--- src/rtl/pipe_stage_skid.sv ---
// -----------------------------------------------------------------------------
// pipe_stage_skid
//
// Generic pipeline-stage register. It moves a data payload and a control
// payload between two stages with a valid/ready handshake. It replaces the
// fixed IF/ID, ID/EX, EX/MEM and MEM/WB registers.
//
// With SKID_EN=1 the stage holds up to two beats: a main register and a skid
// register. in_ready then comes straight from a flop. With SKID_EN=0 the stage
// is a single register, and in_ready passes out_ready through combinationally.
//
// A flush clears the valid bits and returns the control fields to CTRL_RST.
// The data fields are left untouched, just as a stage clear only drops the
// write-enable style bits. A saturating counter records the cycles in which
// the head beat is held back by the downstream stage.
//
// Ports
//   clk        in   clock, rising edge
//   reset_n    in   asynchronous active-low reset
//   flush      in   synchronous stage clear; ranks just below reset
//   in_valid   in   upstream beat valid
//   in_ready   out  stage can take a beat this cycle
//   in_data    in   upstream data payload  [DATA_W]
//   in_ctrl    in   upstream control payload [CTRL_W]
//   out_valid  out  head beat valid
//   out_ready  in   downstream takes the head beat
//   out_data   out  head data payload      [DATA_W]
//   out_ctrl   out  head control payload   [CTRL_W]
//   stall_cnt  out  saturating count of out_valid & ~out_ready cycles [CNT_W]
//   cnt_clr    in   synchronous clear of stall_cnt
// -----------------------------------------------------------------------------
module pipe_stage_skid #(
    parameter int                DATA_W   = 32,
    parameter int                CTRL_W   = 8,
    parameter logic [CTRL_W-1:0] CTRL_RST = '0,
    parameter int                SKID_EN  = 1,
    parameter int                CNT_W    = 16
) (
    input  logic              clk,
    input  logic              reset_n,
    input  logic              flush,
    input  logic              in_valid,
    output logic              in_ready,
    input  logic [DATA_W-1:0] in_data,
    input  logic [CTRL_W-1:0] in_ctrl,
    output logic              out_valid,
    input  logic              out_ready,
    output logic [DATA_W-1:0] out_data,
    output logic [CTRL_W-1:0] out_ctrl,
    output logic [CNT_W-1:0]  stall_cnt,
    input  logic              cnt_clr
);

    // The encoding is {out_valid, skid_valid}. Bit 1 is the head-valid flag.
    typedef enum logic [1:0] {
        ST_EMPTY = 2'b00,
        ST_FULL1 = 2'b10,
        ST_FULL2 = 2'b11
    } state_t;

    state_t              state_q, state_d;
    logic [DATA_W-1:0]   main_data_q, main_data_d;
    logic [CTRL_W-1:0]   main_ctrl_q, main_ctrl_d;
    logic [CNT_W-1:0]    stall_cnt_q, stall_cnt_d;

    // Skid register contents as seen by the main-register logic.
    logic [DATA_W-1:0]   skid_data;
    logic [CTRL_W-1:0]   skid_ctrl;

    logic                acc;
    logic                pop;

    assign out_valid = (state_q != ST_EMPTY);
    assign acc       = in_valid & in_ready;
    assign pop       = out_valid & out_ready;

    assign out_data  = main_data_q;
    assign out_ctrl  = main_ctrl_q;
    assign stall_cnt = stall_cnt_q;

    // -------------------------------------------------------------------------
    // Main register and occupancy state
    // -------------------------------------------------------------------------
    always_comb begin
        state_d     = state_q;
        main_data_d = main_data_q;
        main_ctrl_d = main_ctrl_q;

        unique case (state_q)
            ST_EMPTY: begin
                if (acc) begin
                    main_data_d = in_data;
                    main_ctrl_d = in_ctrl;
                    state_d     = ST_FULL1;
                end
            end
            ST_FULL1: begin
                if (pop && acc) begin
                    main_data_d = in_data;
                    main_ctrl_d = in_ctrl;
                end else if (pop) begin
                    state_d = ST_EMPTY;
                end else if (acc) begin
                    // Without a skid register, acc here already implies pop,
                    // so this branch is only reachable when SKID_EN=1.
                    if (SKID_EN != 0) begin
                        state_d = ST_FULL2;
                    end
                end
            end
            ST_FULL2: begin
                // in_ready is low here, so only the skid-to-main move happens.
                if (pop) begin
                    main_data_d = skid_data;
                    main_ctrl_d = skid_ctrl;
                    state_d     = ST_FULL1;
                end
            end
            default: begin
                state_d = ST_EMPTY;
            end
        endcase

        // A flush drops every beat, including one accepted in this cycle.
        // The data field keeps its old contents.
        if (flush) begin
            state_d     = ST_EMPTY;
            main_data_d = main_data_q;
            main_ctrl_d = CTRL_RST;
        end
    end

    always_ff @(posedge clk or negedge reset_n) begin
        if (!reset_n) begin
            state_q     <= ST_EMPTY;
            main_data_q <= '0;
            main_ctrl_q <= CTRL_RST;
        end else begin
            state_q     <= state_d;
            main_data_q <= main_data_d;
            main_ctrl_q <= main_ctrl_d;
        end
    end

    // -------------------------------------------------------------------------
    // Optional skid register
    // -------------------------------------------------------------------------
    generate
        if (SKID_EN != 0) begin : g_skid
            logic [DATA_W-1:0] skid_data_q, skid_data_d;
            logic [CTRL_W-1:0] skid_ctrl_q, skid_ctrl_d;
            logic              skid_valid;
            logic              skid_load;

            assign skid_valid = (state_q == ST_FULL2);
            // in_ready comes only from the state flop, so out_ready never
            // reaches it combinationally.
            assign in_ready   = ~skid_valid;
            // The skid register catches a beat that arrives while the head is
            // stuck.
            assign skid_load  = (state_q == ST_FULL1) & acc & ~pop;

            always_comb begin
                skid_data_d = skid_data_q;
                skid_ctrl_d = skid_ctrl_q;
                if (skid_load) begin
                    skid_data_d = in_data;
                    skid_ctrl_d = in_ctrl;
                end
                if (flush) begin
                    skid_data_d = skid_data_q;
                    skid_ctrl_d = CTRL_RST;
                end
            end

            always_ff @(posedge clk or negedge reset_n) begin
                if (!reset_n) begin
                    skid_data_q <= '0;
                    skid_ctrl_q <= CTRL_RST;
                end else begin
                    skid_data_q <= skid_data_d;
                    skid_ctrl_q <= skid_ctrl_d;
                end
            end

            assign skid_data = skid_data_q;
            assign skid_ctrl = skid_ctrl_q;
        end else begin : g_noskid
            // A single register can take a new beat whenever its current
            // beat leaves in the same cycle.
            assign in_ready  = ~out_valid | out_ready;
            assign skid_data = '0;
            assign skid_ctrl = CTRL_RST;
        end
    endgenerate

    // -------------------------------------------------------------------------
    // Stall counter
    // -------------------------------------------------------------------------
    always_comb begin
        stall_cnt_d = stall_cnt_q;
        if (cnt_clr) begin
            stall_cnt_d = '0;
        end else if (out_valid && !out_ready && (stall_cnt_q != {CNT_W{1'b1}})) begin
            stall_cnt_d = stall_cnt_q + CNT_W'(1);
        end
    end

    always_ff @(posedge clk or negedge reset_n) begin
        if (!reset_n) begin
            stall_cnt_q <= '0;
        end else begin
            stall_cnt_q <= stall_cnt_d;
        end
    end

endmodule
--- config.mk ---
export PLATFORM = sky130hd
export DESIGN_NAME = pipe_stage_skid
export DESIGN_NICKNAME = d
export VERILOG_FILES = /design/src/rtl/pipe_stage_skid.sv
export SDC_FILE = /design/constraint.sdc
export NUM_CORES = 1
export LEC_CHECK = 0
export ABC_AREA = 1
export CORE_MARGIN = 2
export CORE_UTILIZATION = 51
export DETAILED_ROUTE_END_ITERATION = 12
export PLACE_DENSITY = 0.81
export SYNTH_ARGS = -nofsm -noshare
export SYNTH_HDL_FRONTEND = slang
export SYNTH_SLANG_ARGS = --single-unit
--- constraint.sdc ---
create_clock -name clk -period 1.8 [get_ports clk]
set_input_delay 0.54 -clock clk [delete_from_list [all_inputs] [get_ports clk]]
set_output_delay 0.54 -clock clk [all_outputs]
set_load 0.05 [all_outputs]
==> qor.yml, run 1 <==
cells_and_area:
  final_area_um2: 6760
  diodes: 0
  num-fill-cells: 646
  regArea_um2: 2460
  multi_input_area_um2: 1960
  syn_to_final_growth_pct: 43.7
  fin_nets: 764
  drive_gt1_share_pct: 19.4
sta:
  tns_ps: -2980
  relSlewSlack_pct: 63.2
  hold_viol: 0
  skew_ps: 8.76
  holdWs_ps: 185
  fin_crit_sh_pct: 107
  setup_viol: 52
  rsz0062_at_grt: "true"
  maxSlewViolCount: 0
  layout_min_cycle_time_ps: 1930
  fmax_ghz: 0.518
  tightest_slew_ps: 553
  setup_ws_ps: -131
logic_synthesis:
  synth_nets: 642
  synth_top_area_share_pct: 52.1
  synthFlopType: "dfrtp_1"
  synth_edf_count: 0
  synth_most_common_cell: "nand2_1"
  yosys.area.top_type: "dfrtp_1"
  synth_cells: 590
  synth_area_leaders: "dfrtp_1, nand2_1, o21ai_0, inv_1, nand3_1"
  synth-seq-cells: 98
  yosysWarnings: 0
  syn_area_per_cell_um2: 7.97
  synth_commonest_cells: "nand2_1, o21ai_0, dfrtp_1"
  synth_cell_types: 28
  ys_seq_area_share_pct: 52.1
  async_flop_share_pct: 100
  synth_area_um2: 4700
clock_network:
  clk_latency_ps: 360
  cts-root-buf: "clkbuf_8"
  numCtsBuffers: 9
  clk_path_buf_depth: 2
  htreeDepth: 3
  cts_tree: "done"
  clk_pin_slew_worst_paths_ps: 100
  cts_sinks: 98
grt:
  grtUsageTotal_pct: 22.5
  grt_first_pass_wirelength_um: 18300
  grt.overflow.total: 0
  antenna_found_initial: 0
  grt_pass1_vias: 4034
  grt_max_degree: 99
detailed_routing:
  vias: 4389
  ant_nets: 0
  wirelength_um: 12200
  routedWlPerCell_um: 14.7
  drt_iter0_drc: 168
  dr.pass1.iters: 5
  viasPerCell: 5.30
  drc_errors: 0
place:
  gp_congestion: 0.849
  io_buffers: 103
  hpwl_um: 7440
  place_area_um2: 6250
floorplanning:
  fp.coreArea_um2: 9110
  ios: 104
  start_util_pct: 51.6
  num_rows: 35
  die_h_um: 100
  die-area_um2: 10000
  die_w_um: 100
setup_path:
  cp-start-kind: "primary input"
  cp.arrival_ps: 2200
  cp-end-kind: "flip-flop"
  critical_path.max_fanout: 12
  crit_type: "primary input to flip-flop"
  crit_path_start: "in_valid"
  worstPathRequired_ps: 2070
  reg2regPathDepth: 7
  rrSetupSlack_ps: -90
  reg2reg_from: "state_q[1]$_DFFE_PN0P_"
outcome:
  violations: "setup timing"
  status: "finished, violations left"
hold_path:
  hp-class: "primary input to async pin"
flow_run:
  maxCapViolCount: 0
power:
  totalPowerFinal_w: 0.0106
  p_per_area_nw_per_um2: 1560
  peakVddDrop_uv: 973
  leakage_nw: 3.32
[logic make-up (layout without fill, tap and decap cells)]
family	count (synthesis)	after routing	synth area share, %
adder cells (fa/ha/maj)	6	6	1.60
buffers and inverters	93	219	7.95
XOR/XNOR	3	3	0.559
flip-flops	98	98	52.1
AO/OA/AOI/OAI	126	126	13.7
AND/OR/NAND/NOR	264	265	24.1
[final cells by class]
| type | count | area share (%) |
|---|---|---|
| multi-input combinational | 400 | 28.9 |
| inverter | 65 | 3.66 |
| sequential | 98 | 36.3 |
| clock inverter | 6 | 1.11 |
| tap | 111 | 2.05 |
| clock buffer | 10 | 1.89 |
| timing repair buffer | 138 | 26.0 |
[worst paths after layout]
path / to
setup / recovery: out_data[18]$_DFFE_PN0P_
hold / removal: g_skid.skid_ctrl_q[5]$_DFFE_PN0P_
setup reg to reg: out_data[18]$_DFFE_PN0P_
hold reg to reg: g_skid.skid_data_q[7]$_DFFE_PN0P_
max in group asynchronous: out_data[21]$_DFFE_PN0P_
min in group clk: g_skid.skid_data_q[7]$_DFFE_PN0P_
[state kept, by name, summed over array words and instances (netlist names)]
register	cells
state_q	2
out_ctrl	8
g_skid.skid_ctrl_q	8
out_data	32
g_skid.skid_data_q	32
stall_cnt	16
[layer usage]
layer / vias up / global-route usage [%] / routed length, µm
met4: 0 / 8.32 / 136
li1: 2133 / - / -
met5: - / 0 / 0
met2: 163 / 37.8 / 6260
met1: 2076 / 29.4 / 5150
met3: 17 / 3.90 / 644
[report_power, final]
group          switching, W  total [W]  leakage, nW  internal (W)
clock              0.000824    0.00149        0.104      0.000666
combinational       0.00326    0.00547         1.97       0.00222
sequential         0.000576    0.00359         1.25       0.00301
total               0.00466     0.0106         3.32       0.00589
[critical path: stages]
cell and delay (ps):
clkdlybuf4s50_1 500, inv_1 60, nor2_2 200, nand3_2 130, nand2_2 160, nand3_4 190, clkbuf_16 230, o21ai_0 190
[through the flow]
step / worst slack [ps] / std cells / util [%]
2_1_floorplan: 0.504 / 590 / -
3_3_place_gp: -272 / 794 / 68.7
3_5_place_dp: -319 / 794 / 68.7
4_1_cts: -92.5 / 814 / 71.5
5_1_grt: -220 / 828 / 74.2
6_report: -131 / 828 / 74.2
[placed cells by master, fill, tap and decap left out, types with 2 or more instances in the layout]
cell	instances
nand2_1	175
buf_12	41
ha_2	3
clkdlybuf4s50_1	44
nand4_1	11
nand2_2	5
o21ai_0	72
o21ai_1	42
clkbuf_8	9
xor2_1	2
inv_2	3
nand3_1	31
nand3_2	2
nand3_4	2
ha_1	2
nor2_2	3
nor3_1	3
dfrtp_2	3
a211oi_1	2
a21oi_1	9
buf_4	46
inv_8	2
clkbuf_16	5
clkinv_4	2
nor2_4	4
dfrtp_1	95
nor2_1	26
inv_1	60
[what timing repair did]
item,4_1_cts,5_1_grt
buffers inserted,3,8
gates cloned,1,6
gates resized for setup,4,40
pin swaps,3,1
hold buffers,0,0
setup endpoints to repair,7,70
Power figures use the tool's default switching activity.
==> inputs of run 2 (changes only) <==
--- a/config.mk
+++ b/config.mk
@@ -6,6 +6,7 @@
 export NUM_CORES = 1
 export LEC_CHECK = 0
 export ABC_AREA = 1
+export ABC_CLOCK_PERIOD_IN_PS = 1800
 export CORE_MARGIN = 2
 export CORE_UTILIZATION = 51
 export DETAILED_ROUTE_END_ITERATION = 12
==> constraint.sdc (replaced) <==
create_clock -name clk -period 1.8 [get_ports clk]
set_input_delay 0.36 -clock clk [delete_from_list [all_inputs] [get_ports clk]]
set_output_delay 0.36 -clock clk [all_outputs]
set_load 0.02 [all_outputs]
==> qor.yml, run 2 (synthesis gave the netlist of run 1 again) <==
cells_and_area:
  drive_gt1_share_pct: 14.0
  final_cell_mix: "nand2_1, dfrtp_1, o21ai_0"
  num-fill-cells: 703
  diodes: 0
  final_common_cell: "nand2_1"
  fin_nets: 761
  syn_to_final_growth_pct: 38.7
detailed_routing:
  dr_wl_met2_um: 5930
  viasPerCell: 5.23
  top_layer_used: "met4"
  ant_nets: 0
  routedWlPerCell_um: 14.2
  drc_errors: 0
  dr.pass1.iters: 5
  wl_met1_um: 5070
  vias: 4315
  wl_met3_um: 526
  wirelength_um: 11700
  drt_iter0_drc: 164
flow_run:
  maxCapViolCount: 0
setup_path:
  cp.arrival_ps: 2060
  cp-end-kind: "flip-flop"
  cp-start-kind: "flip-flop"
  reg2regPathDepth: 8
  crit_slowest_cell: "dfrtp_1"
  crit_chain: "inv_2, ha_4, buf_6, o211ai_4, nand3_4, clkbuf_16, nand2_1, o21ai_0"
  crit_type: "flip-flop to flip-flop"
  critical_path.max_fanout: 12
  worstPathRequired_ps: 2050
  max_stage_delay_ps: 440
floorplanning:
  num_rows: 35
  fp.coreArea_um2: 9110
  start_util_pct: 51.6
  die_w_um: 100
  die-area_um2: 10000
  die_h_um: 100
  ios: 104
place:
  io_buffers: 103
  hpwl_um: 7330
  gp_congestion: 0.820
sta:
  rsz0062_at_grt: "true"
  setup_ws_ps: -10.5
  fin_crit_sh_pct: 101
  setup_viol: 1
  skew_ps: 13.8
  holdWs_ps: 482
  hold_viol: 0
  fmax_ghz: 0.552
  tightest_slew_ps: 470
  layout_min_cycle_time_ps: 1810
  relSlewSlack_pct: 68.7
  maxSlewViolCount: 0
clock_network:
  clk_pin_slew_worst_paths_ps: 110
  cts_sinks: 98
  cts-root-buf: "clkbuf_8"
  htreeDepth: 3
  numCtsBuffers: 9
  cts_tree: "done"
  clk_path_buf_depth: 2
  clk_latency_ps: 370
grt:
  grt_first_pass_wirelength_um: 17900
  grtUsageTotal_pct: 22.2
  grt.overflow.total: 0
  antenna_found_initial: 0
  grt_max_degree: 65
  grt_pass1_vias: 4001
power:
  peakVddDrop_uv: 758
  totalPowerFinal_w: 0.00925
  p_per_area_nw_per_um2: 1420
  leakage_nw: 3.35
hold_path:
  hp-class: "primary input to async pin"
outcome:
  violations: "setup timing"
  status: "finished, violations left"
-- run 2: layout make-up --
cell class	count	area, µm²	share of cell area [%]
flip-flops and latches	98	2450	37.6
repair buffers	135	1450	22.2
clock inverters	7	70.1	1.07
clock buffers	9	124	1.90
inverters	65	244	3.74
well taps	111	139	2.13
multi-input cells	400	2050	31.4
-- run 2: per-layer routing --
layer / up-vias / GRT usage, %
li1: 2130 / -
met2: 125 / 38.5
met5: - / 0
met4: 0 / 6.32
met3: 21 / 3.27
met1: 2039 / 29.4
-- run 2: worst paths after layout --
check                                                   startpoint  slack (ps)                                 end
worst min register to register  g_skid.skid_data_q[13]$_DFFE_PN0P_         490  g_skid.skid_data_q[13]$_DFFE_PN0P_
worst min-delay path                                       reset_n         480             out_ctrl[5]$_DFFE_PN0P_
max in group asynchronous                                  reset_n         720   g_skid.skid_data_q[9]$_DFFE_PN0P_
worst max register to register              state_q[1]$_DFFE_PN0P_         -10             out_data[5]$_DFFE_PN0P_
worst max-delay path                        state_q[1]$_DFFE_PN0P_         -10             out_data[5]$_DFFE_PN0P_
min in group clk                g_skid.skid_data_q[13]$_DFFE_PN0P_         490  g_skid.skid_data_q[13]$_DFFE_PN0P_
-- run 2: metrics by stage --
step / util [%] / TNS, ps / instance area [µm²] / setup WS, ps / instances
final: 71.6 / -10.5 / 6520 / -10.5 / 825
after global placement: 65.3 / -1810 / 5950 / -55.5 / 795
after global routing: 71.6 / -973 / 6520 / -79.5 / 825
after CTS: 67.4 / 0 / 6140 / 5.52 / 812
after floorplan: - / 0 / 4700 / 81.8 / 590
after detailed placement: 65.3 / -3390 / 5950 / -130 / 795
-- run 2: power breakdown --
group / leakage (nW) / switching, W / total, W / internal (W)
clock: 0.100 / 0.000860 / 0.00140 / 0.000542
combinational: 1.99 / 0.00228 / 0.00431 / 0.00203
sequential: 1.26 / 0.000534 / 0.00354 / 0.00301
total: 3.35 / 0.00367 / 0.00925 / 0.00558
-- run 2: critical path, delay by kind of cell (launching register included) --
kind	cells	cell delay, ps
fa+ha+maj	1	170
flops	1	440
simple gates	2	290
buf+inv	3	440
compound gates	2	360
-- run 2: repair_timing --
item	CTS	global route
setup endpoints to repair	15	98
gates resized for setup	20	77
hold endpoints to repair	33	0
cloned	0	7
hold buffers	1	0
buffers inserted	0	6
pin swaps	0	7
==> inputs of run 3 (changes only) <==
--- a/config.mk
+++ b/config.mk
@@ -11,6 +11,7 @@
 export CORE_UTILIZATION = 51
 export DETAILED_ROUTE_END_ITERATION = 12
 export PLACE_DENSITY = 0.81
+export SETUP_SLACK_MARGIN = 0.2
 export SYNTH_ARGS = -nofsm -noshare
 export SYNTH_HDL_FRONTEND = slang
 export SYNTH_SLANG_ARGS = --single-unit
==> qor.yml, run 3 (synthesis gave the netlist of run 1 again) <==
outcome:
  status: "finished, violations left"
  violations: "setup timing"
cells_and_area:
  final_common_cell: "nand2_1"
  multi_input_area_um2: 2500
  drive_gt1_share_pct: 31.4
  diodes: 0
  final_area_um2: 7460
  syn_to_final_growth_pct: 58.6
  num-fill-cells: 521
  post-route-util_pct: 81.9
  final_cell_mix: "nand2_1, dfrtp_1, inv_1"
  fin_nets: 795
  regArea_um2: 2460
setup_path:
  crit_path_start: "state_q[0]$_DFFE_PN0P_"
  reg2regPathDepth: 11
  worstPathRequired_ps: 2060
  critical_path.max_fanout: 8
  endpoint: "g_skid.skid_data_q[30]$_DFFE_PN0P_"
  reg2reg_from: "state_q[0]$_DFFE_PN0P_"
  cp-start-kind: "flip-flop"
  cp-end-kind: "flip-flop"
  crit_type: "flip-flop to flip-flop"
  cp.arrival_ps: 2100
  rrSetupSlack_ps: -40
  r2r_end: "g_skid.skid_data_q[30]$_DFFE_PN0P_"
detailed_routing:
  wirelength_um: 16100
  drc_errors: 0
  vias: 4916
  routedWlPerCell_um: 18.7
  dr.pass1.iters: 5
  ant_nets: 0
  drt_iter0_drc: 258
  viasPerCell: 5.72
sta:
  rsz0062_at_grt: "true"
  fmax_ghz: 0.544
  fin_crit_sh_pct: 102
  setup_viol: 13
  setup_ws_ps: -37.1
  skew_ps: 10.4
  hold_viol: 0
  tightest_slew_ps: 444
  layout_min_cycle_time_ps: 1840
  relSlewSlack_pct: 70.3
  holdWs_ps: 410
  maxSlewViolCount: 0
grt:
  grt_max_degree: 65
  grt.overflow.total: 0
  grt_first_pass_wirelength_um: 23000
  grtUsageTotal_pct: 29.3
  antenna_found_initial: 0
  grt_pass1_vias: 4748
clock_network:
  cts_tree: "done"
  cts-root-buf: "clkbuf_8"
  htreeDepth: 3
  clk_pin_slew_worst_paths_ps: 110
  cts_sinks: 98
  clk_path_buf_depth: 2
  clk_latency_ps: 370
  numCtsBuffers: 9
floorplanning:
  start_util_pct: 51.6
  die_w_um: 100
  die-area_um2: 10000
  die_h_um: 100
  num_rows: 35
  ios: 104
  fp.coreArea_um2: 9110
place:
  place_ws_ps: -112
  io_buffers: 103
  gp_congestion: 0.830
  place_area_um2: 5950
  hpwl_um: 7170
power:
  totalPowerFinal_w: 0.0109
  peakVddDrop_uv: 948
  leakage_nw: 3.70
  p_per_area_nw_per_um2: 1460
flow_run:
  maxCapViolCount: 0
hold_path:
  hp-class: "primary input to async pin"
## run 3: routing by layer
layer	vias to the layer above	global-route usage (%)	wire length [µm]
li1	2212	-	-
met1	2361	36.6	6050
met2	279	51.2	8220
met3	64	4.87	1090
met4	0	11.4	741
met5	-	0	0
## run 3: worst max-delay path, stage by stage (launching register included)
cell,delay [ps]
dfrtp_2,460
inv_2,90
ha_4,150
inv_4,40
buf_6,120
nand2_4,70
buf_6,120
nand4_4,160
buf_6,200
clkbuf_16,170
nand2_2,80
o21ai_1,80
## run 3: final cells by class
class / instances / share of cell area (%)
inverter: 65 / 3.37
tap: 111 / 1.86
clock buffer: 9 / 1.66
sequential: 98 / 33.0
timing repair buffer: 170 / 25.7
multi-input combinational: 399 / 33.6
clock inverter: 7 / 0.822
## run 3: worst min path at each step
stage	start	endpoint	slack [ps]	cells past startpoint
6_report	reset_n	g_skid.skid_ctrl_q[5]$_DFFE_PN0P_	410	2
5_1_grt	reset_n	out_data[15]$_DFFE_PN0P_	410	2
4_1_cts	reset_n	out_data[17]$_DFFE_PN0P_	420	2
3_5_place_dp	reset_n	g_skid.skid_ctrl_q[5]$_DFFE_PN0P_	270	1
3_3_place_gp	reset_n	g_skid.skid_ctrl_q[5]$_DFFE_PN0P_	260	1
2_1_floorplan	reset_n	g_skid.skid_ctrl_q[0]$_DFFE_PN0P_	60	0
## run 3: power breakdown
group	internal, W	switching (W)	leakage (nW)
sequential	0.00301	0.000749	1.25
clock	0.000530	0.000870	0.0936
combinational	0.00272	0.00303	2.36
## run 3: timing repair
action	CTS	global route
hold endpoints to repair	17	0
endpoints found under the setup margin	155	105
hold buffers	1	0
gates cloned	13	3
setup buffers	30	2
pin swaps	9	8
resized for setup	188	160
## run 3: through the flow
stage | std cells | TNS (ps)
global placement | 794 | -1140
global route | 859 | -1870
finish | 859 | -173
CTS | 854 | 0
detailed placement | 794 | -2590
floorplan | 590 | 0
